--- src/rtl/proc_pkg.sv ---
// proc_pkg: shared types and field positions for the 9-bit processor control unit
package proc_pkg;

    localparam int WORD_W = 9;

    // Instruction field bit positions within IR
    localparam int OP_HI = 8;
    localparam int OP_LO = 6;
    localparam int RX_HI = 5;
    localparam int RX_LO = 3;
    localparam int RY_HI = 2;
    localparam int RY_LO = 0;

    typedef enum logic [2:0] {
        OP_MV  = 3'b000,
        OP_MVI = 3'b001,
        OP_ADD = 3'b010,
        OP_SUB = 3'b011
    } opcode_t;

    typedef enum logic [1:0] {
        T0 = 2'd0,
        T1 = 2'd1,
        T2 = 2'd2,
        T3 = 2'd3
    } step_t;

endpackage

--- src/rtl/proc_control_dec.sv ---
// dec3to8: 3-bit to one-hot 8 decoder with enable
// Ports:
//   en_i  - when low, output is all zeros
//   sel_i - 3-bit index
//   y_o   - one-hot result, bit sel_i set when enabled
module dec3to8 (
    input  logic       en_i,
    input  logic [2:0] sel_i,
    output logic [7:0] y_o
);

    assign y_o = en_i ? 8'd1 << sel_i : 8'd0;

endmodule

--- src/rtl/proc_control.sv ---
// proc_control: step sequencer and decoder driving the 9-bit processor datapath
// Ports:
//   clk                 - system clock, rising edge
//   rst                 - synchronous reset, active-low; forces every output to 0
//   Run                 - start request, sampled only in T0
//   IR[8:0]             - instruction from datapath: opcode, Rx, Ry
//   IRin                - load instruction register
//   R0in..R7in          - one-hot register write enables
//   Ain, Gin            - load A, load G
//   R0out..R7out        - register bus-source selects
//   Gout, Dinout        - G and Din bus-source selects
//   AddSub              - 0 add, 1 subtract
//   Done                - one-cycle pulse in an instruction's last step
module proc_control
    import proc_pkg::*;
(
    input  logic              clk,
    input  logic              rst,
    input  logic              Run,
    input  logic [WORD_W-1:0] IR,
    output logic              IRin,
    output logic              R0in,
    output logic              R1in,
    output logic              R2in,
    output logic              R3in,
    output logic              R4in,
    output logic              R5in,
    output logic              R6in,
    output logic              R7in,
    output logic              Ain,
    output logic              Gin,
    output logic              R0out,
    output logic              R1out,
    output logic              R2out,
    output logic              R3out,
    output logic              R4out,
    output logic              R5out,
    output logic              R6out,
    output logic              R7out,
    output logic              Gout,
    output logic              Dinout,
    output logic              AddSub,
    output logic              Done
);

    step_t      step_q, step_d;
    logic [2:0] op, rx, ry, out_sel;
    logic       in_en, out_en, irin, din_sel, a_ld, g_ld, g_sel, sub, done;
    logic [7:0] rin, rout;

    assign op = IR[OP_HI:OP_LO];
    assign rx = IR[RX_HI:RX_LO];
    assign ry = IR[RY_HI:RY_LO];

    always_comb begin
        step_d  = step_q;
        irin    = 1'b0;
        din_sel = 1'b0;
        a_ld    = 1'b0;
        g_ld    = 1'b0;
        g_sel   = 1'b0;
        sub     = 1'b0;
        done    = 1'b0;
        in_en   = 1'b0;
        out_en  = 1'b0;
        out_sel = rx;
        case (step_q)
            T0: begin
                irin    = Run;
                din_sel = Run;
                step_d  = Run ? T1 : T0;
            end
            T1: begin
                case (op)
                    OP_MV: begin
                        out_en  = 1'b1;
                        out_sel = ry;
                        in_en   = 1'b1;
                        done    = 1'b1;
                        step_d  = T0;
                    end
                    OP_MVI: begin
                        din_sel = 1'b1;
                        in_en   = 1'b1;
                        done    = 1'b1;
                        step_d  = T0;
                    end
                    OP_ADD, OP_SUB: begin
                        out_en = 1'b1;
                        a_ld   = 1'b1;
                        step_d = T2;
                    end
                    // Reserved opcodes retire as a one-step NOP
                    default: begin
                        done   = 1'b1;
                        step_d = T0;
                    end
                endcase
            end
            T2: begin
                out_en  = 1'b1;
                out_sel = ry;
                g_ld    = 1'b1;
                sub     = op[0];
                step_d  = T3;
            end
            default: begin
                g_sel  = 1'b1;
                in_en  = 1'b1;
                done   = 1'b1;
                step_d = T0;
            end
        endcase
    end

    // Reset gates both decoder enables so no register is written or driven
    dec3to8 u_dec_in (
        .en_i  (in_en & rst),
        .sel_i (rx),
        .y_o   (rin)
    );

    dec3to8 u_dec_out (
        .en_i  (out_en & rst),
        .sel_i (out_sel),
        .y_o   (rout)
    );

    assign {R7in, R6in, R5in, R4in, R3in, R2in, R1in, R0in}         = rin;
    assign {R7out, R6out, R5out, R4out, R3out, R2out, R1out, R0out} = rout;

    assign IRin   = irin & rst;
    assign Dinout = din_sel & rst;
    assign Ain    = a_ld & rst;
    assign Gin    = g_ld & rst;
    assign Gout   = g_sel & rst;
    assign AddSub = sub & rst;
    assign Done   = done & rst;

    always_ff @(posedge clk) begin
        step_q <= rst ? step_d : T0;
    end

endmodule
--- config.mk ---
export PLATFORM = sky130hd
export DESIGN_NAME = proc_control
export DESIGN_NICKNAME = d
export VERILOG_FILES = /design/src/rtl/proc_pkg.sv /design/src/rtl/proc_control_dec.sv /design/src/rtl/proc_control.sv
export SDC_FILE = /design/constraint.sdc
export NUM_CORES = 1
export LEC_CHECK = 0
export CORE_MARGIN = 4
export CORE_UTILIZATION = 25
export CTS_BUF_LIST = sky130_fd_sc_hd__clkbuf_8
export DETAILED_ROUTE_END_ITERATION = 10
export PLACE_DENSITY = 0.65
export REMOVE_ABC_BUFFERS = 1
export SYNTH_ARGS = -nofsm -noshare
export SYNTH_HDL_FRONTEND = slang
export SYNTH_SLANG_ARGS = --single-unit
--- constraint.sdc ---
create_clock -name clk -period 2.1 [get_ports clk]
set_input_delay 0.42 -clock clk [delete_from_list [all_inputs] [get_ports clk]]
set_output_delay 0.42 -clock clk [all_outputs]
set_load 0.02 [all_outputs]
==> results of run 1 <==
## what timing repair did
item / CTS / global route
endpoints found under the setup margin: 23 / 17
gates resized for setup: 126 / 7
setup buffers: 1 / 1
cloned: 0 / 0
pin swaps: 15 / 13
## worst max-delay path by stage
| stage | start | endpoint | cells after the start |
|---|---|---|---|
| 2_1_floorplan | step_q[1] | R0out | 6 |
| 3_5_place_dp | IR[7] | R6out | 6 |
| 6_report | step_q[1] | R2out | 6 |
| 3_3_place_gp | IR[7] | R2out | 6 |
| 4_1_cts | step_q[1] | R4out | 7 |
| 5_1_grt | step_q[1] | R2out | 7 |
## per-stage QoR
step | power, uW | instances
4_1_cts | 383.8 | 144
2_1_floorplan | 106.5 | 63
3_5_place_dp | 192.2 | 140
3_3_place_gp | 188.9 | 140
5_1_grt | 419.8 | 145
6_report | 387.4 | 145
## cell usage in the layout, fill, tap and decap left out, types with 3 or more instances in the layout
| cell | Yosys | final |
|---|---|---|
| and3_1 | 5 | 4 |
| buf_2 | 1 | 9 |
| buf_4 | 0 | 23 |
| buf_6 | 0 | 5 |
| clkbuf_8 | 0 | 3 |
| clkdlybuf4s50_1 | 0 | 8 |
| dlygate4sd2_1 | 0 | 5 |
| ha_4 | 0 | 3 |
| inv_1 | 5 | 3 |
| nand2_1 | 4 | 3 |
| nand2b_1 | 3 | 3 |
| nand3_1 | 3 | 3 |
| nor2_1 | 6 | 6 |
| nor3_2 | 0 | 4 |
| o21ai_0 | 3 | 3 |
## worst reg2reg max path, delay by kind of cell, from the launching register on
kind / cells / cell delay (ns)
buf+inv: 2 / 0.20
fa+ha+maj: 1 / 0.14
flops: 1 / 0.31
simple gates: 2 / 0.27
compound gates: 1 / 0.15
## where the power goes
part	total [uW]	switching [uW]	leakage [uW]	internal (uW)
Clock	152	30.5	0.0000216	121
Sequential	44.2	3.38	0.0000175	40.8
Combinational	191	94.6	0.000482	96.9
Total	387	129	0.000521	259
## final cells by class
type / count / area (um2) / share of cell area
Clock buffer: 3 / 41.29 / 0.03691
Inverter: 5 / 18.77 / 0.01678
Multi-Input combinational cell: 56 / 546.8 / 0.4888
Sequential cell: 2 / 45.04 / 0.04027
Tap cell: 25 / 31.28 / 0.02796
Timing Repair Buffer: 54 / 435.4 / 0.3893
## metal layers
layer | share of wire | global-route usage
met1 | 0.44 | 0.1908
met2 | 0.49 | 0.2652
met3 | 0.045 | 0.02374
met4 | 0.023 | 0.08969
met5 | 0 | 0
## synth_stat cells (all sizes together)
| cell type | n |
|---|---|
| inv | 5 |
| and2 | 2 |
| nor2 | 6 |
| o21ai | 3 |
| nand3 | 3 |
| or2b | 1 |
| clkbuf | 1 |
| nor2b | 2 |
| nor4b | 1 |
| a211oi | 1 |
| nor3b | 1 |
| a32o | 2 |
| nand2 | 4 |
| nand2b | 3 |
| and3 | 5 |
| ha | 4 |
| o211ai | 3 |
| a21o | 1 |
| dfxtp | 2 |
| a32oi | 2 |
| buf | 1 |
| nand4bb | 1 |
| o31ai | 1 |
| a21oi | 2 |
| or2 | 1 |
| nor3 | 7 |
## cell families after synthesis
group,after synthesis,synth area share
AND/OR/NAND/NOR,37,0.4806
AO/OA/AOI/OAI,15,0.2597
buffers and inverters,7,0.06076
adder cells (fa/ha/maj),4,0.1105
flip-flops,2,0.08840
==> metrics.csv, run 1 <==
metric,value,unit
Vias/cell,4.710,
CTS tree,done,
total I/O pin count,35,
# setup viols final,8,
Routed Antenna Nets,0,
chip height,50.57,um
Static Leakage,0.0005213,uW
H-tree depth,1,
max-slew violation count,0,
run status,finished with violations,
die width,50.57,um
r2r worst-path depth,6,
maximum clock rate,448.8,MHz
Largest register FFs,2,
Worst Hold Class,register to register,
worst hold stages,2,
GPL Wtd Cong,0.7504,
Worst Max-Slew Pin Slew,0.3379,ns
initial antenna violation count,0,
GRT Total Usage,0.1585,
RR Startpoint,step_q[1],
R2R Setup Slk,0.95,ns
failing checks,negative setup slack,
clk sinks,2,
Slowest cell on crit path,dfxtp_2,
Biggest register,step_q,
"top cells by area, synth","ha_1 11%, dfxtp_1 8.8%, nor3_1 7.7%",
max cap viols,0,
worst-path cell chain,"buf_4, ha_4, or2_4, a32o_2, nor3_2, buf_4",
cts hold-fix bufs,0,
syn_area_per_cell,6.968,um2
share of Yosys cell area claimed by the top area cell type,0.1105,
CTS Buffer Depth,2,
Initial Util,0.2623,
Wirelength per Cell,12.64,um
worst-path fanout max,5,
number of global-route vias before repair,669,
Ys Warns,0,
register area share after synthesis,0.08840,
Power Density,346.4,nW/um2
first-pass GRT wire length,3.118,mm
Most common cell on crit path,buf_4,
Rel. slew slack,0.7738,
Total Wirelength,1.833,mm
Crit Reg-Reg Endpoint,step_q[1],
maximum VDD drop,0.4042,mV
Final Cell Area,1119,um2
clock slew at reported path FFs,0.03,ns
Worst EP arrival,1.81,ns
setup tns final,-0.8187,ns
hold endpoint,step_q[1],
die area,2557,um2
synth unique cells,27,
HPWL Detailed,1.320,mm
Initial DRC Count,10,
global route overflow,0,
clock tree root buffer cell,clkbuf_8,
Rows,15,
fin worst setup slack,-0.1279,ns
fin crit share,1.061,
vias after detailed routing,683,
DP Worst Slack,-0.8481,ns
drt pass-1 iters,4,
startpoint types,register,
port buffer count,34,
Largest regs,step_q: 2 flops,
# DRC,0,
CP peak stage delay,0.31,ns
post-synthesis instance total,65,
synthesized flop and latch total,2,
Layout Utilization,0.6478,
Hold Path Origin,step_q[1],
ANT cells,0,
"delay-heaviest family, CP",simple AND/OR/NAND/NOR gates,
final hold slack,0.5810,ns
Hold Fails Final Rpt,0,
WP data required,1.68,ns
fill count,159,
post-layout net count,138,
Crit Path Category,register to output port,
TritonCTS Buffers,3,
Post-Synthesis Cell Area,452.9,um2
CP endpoint kind,output port,
CP Buf/Inv Count,2,
Tmin final,2.228,ns
core region area,1727,um2
"Clk Latency, worst-skew pair",0.21,ns
RSZ-0062 raised after global routing,true,
Area Overhead vs Synth,147.0,%
largest net degree at the start of global routing,11,
Post-DP Area,950.9,um2
layout cell share with drive strength beyond 1,0.5667,
largest area contributor in the netlist,ha_1,
Setup Skew,0.0004757,ns
No activity file was read; power rests on OpenSTA's default activity.
==> run 2: changes to the inputs <==
--- a/config.mk
+++ b/config.mk
@@ -5,6 +5,7 @@
 export SDC_FILE = /design/constraint.sdc
 export NUM_CORES = 1
 export LEC_CHECK = 0
+export CAP_MARGIN = 20
 export CORE_MARGIN = 4
 export CORE_UTILIZATION = 25
 export CTS_BUF_LIST = sky130_fd_sc_hd__clkbuf_8
==> results of run 2 <==
Same layout as run 1: the final DEF is identical, and so are final timing and power.
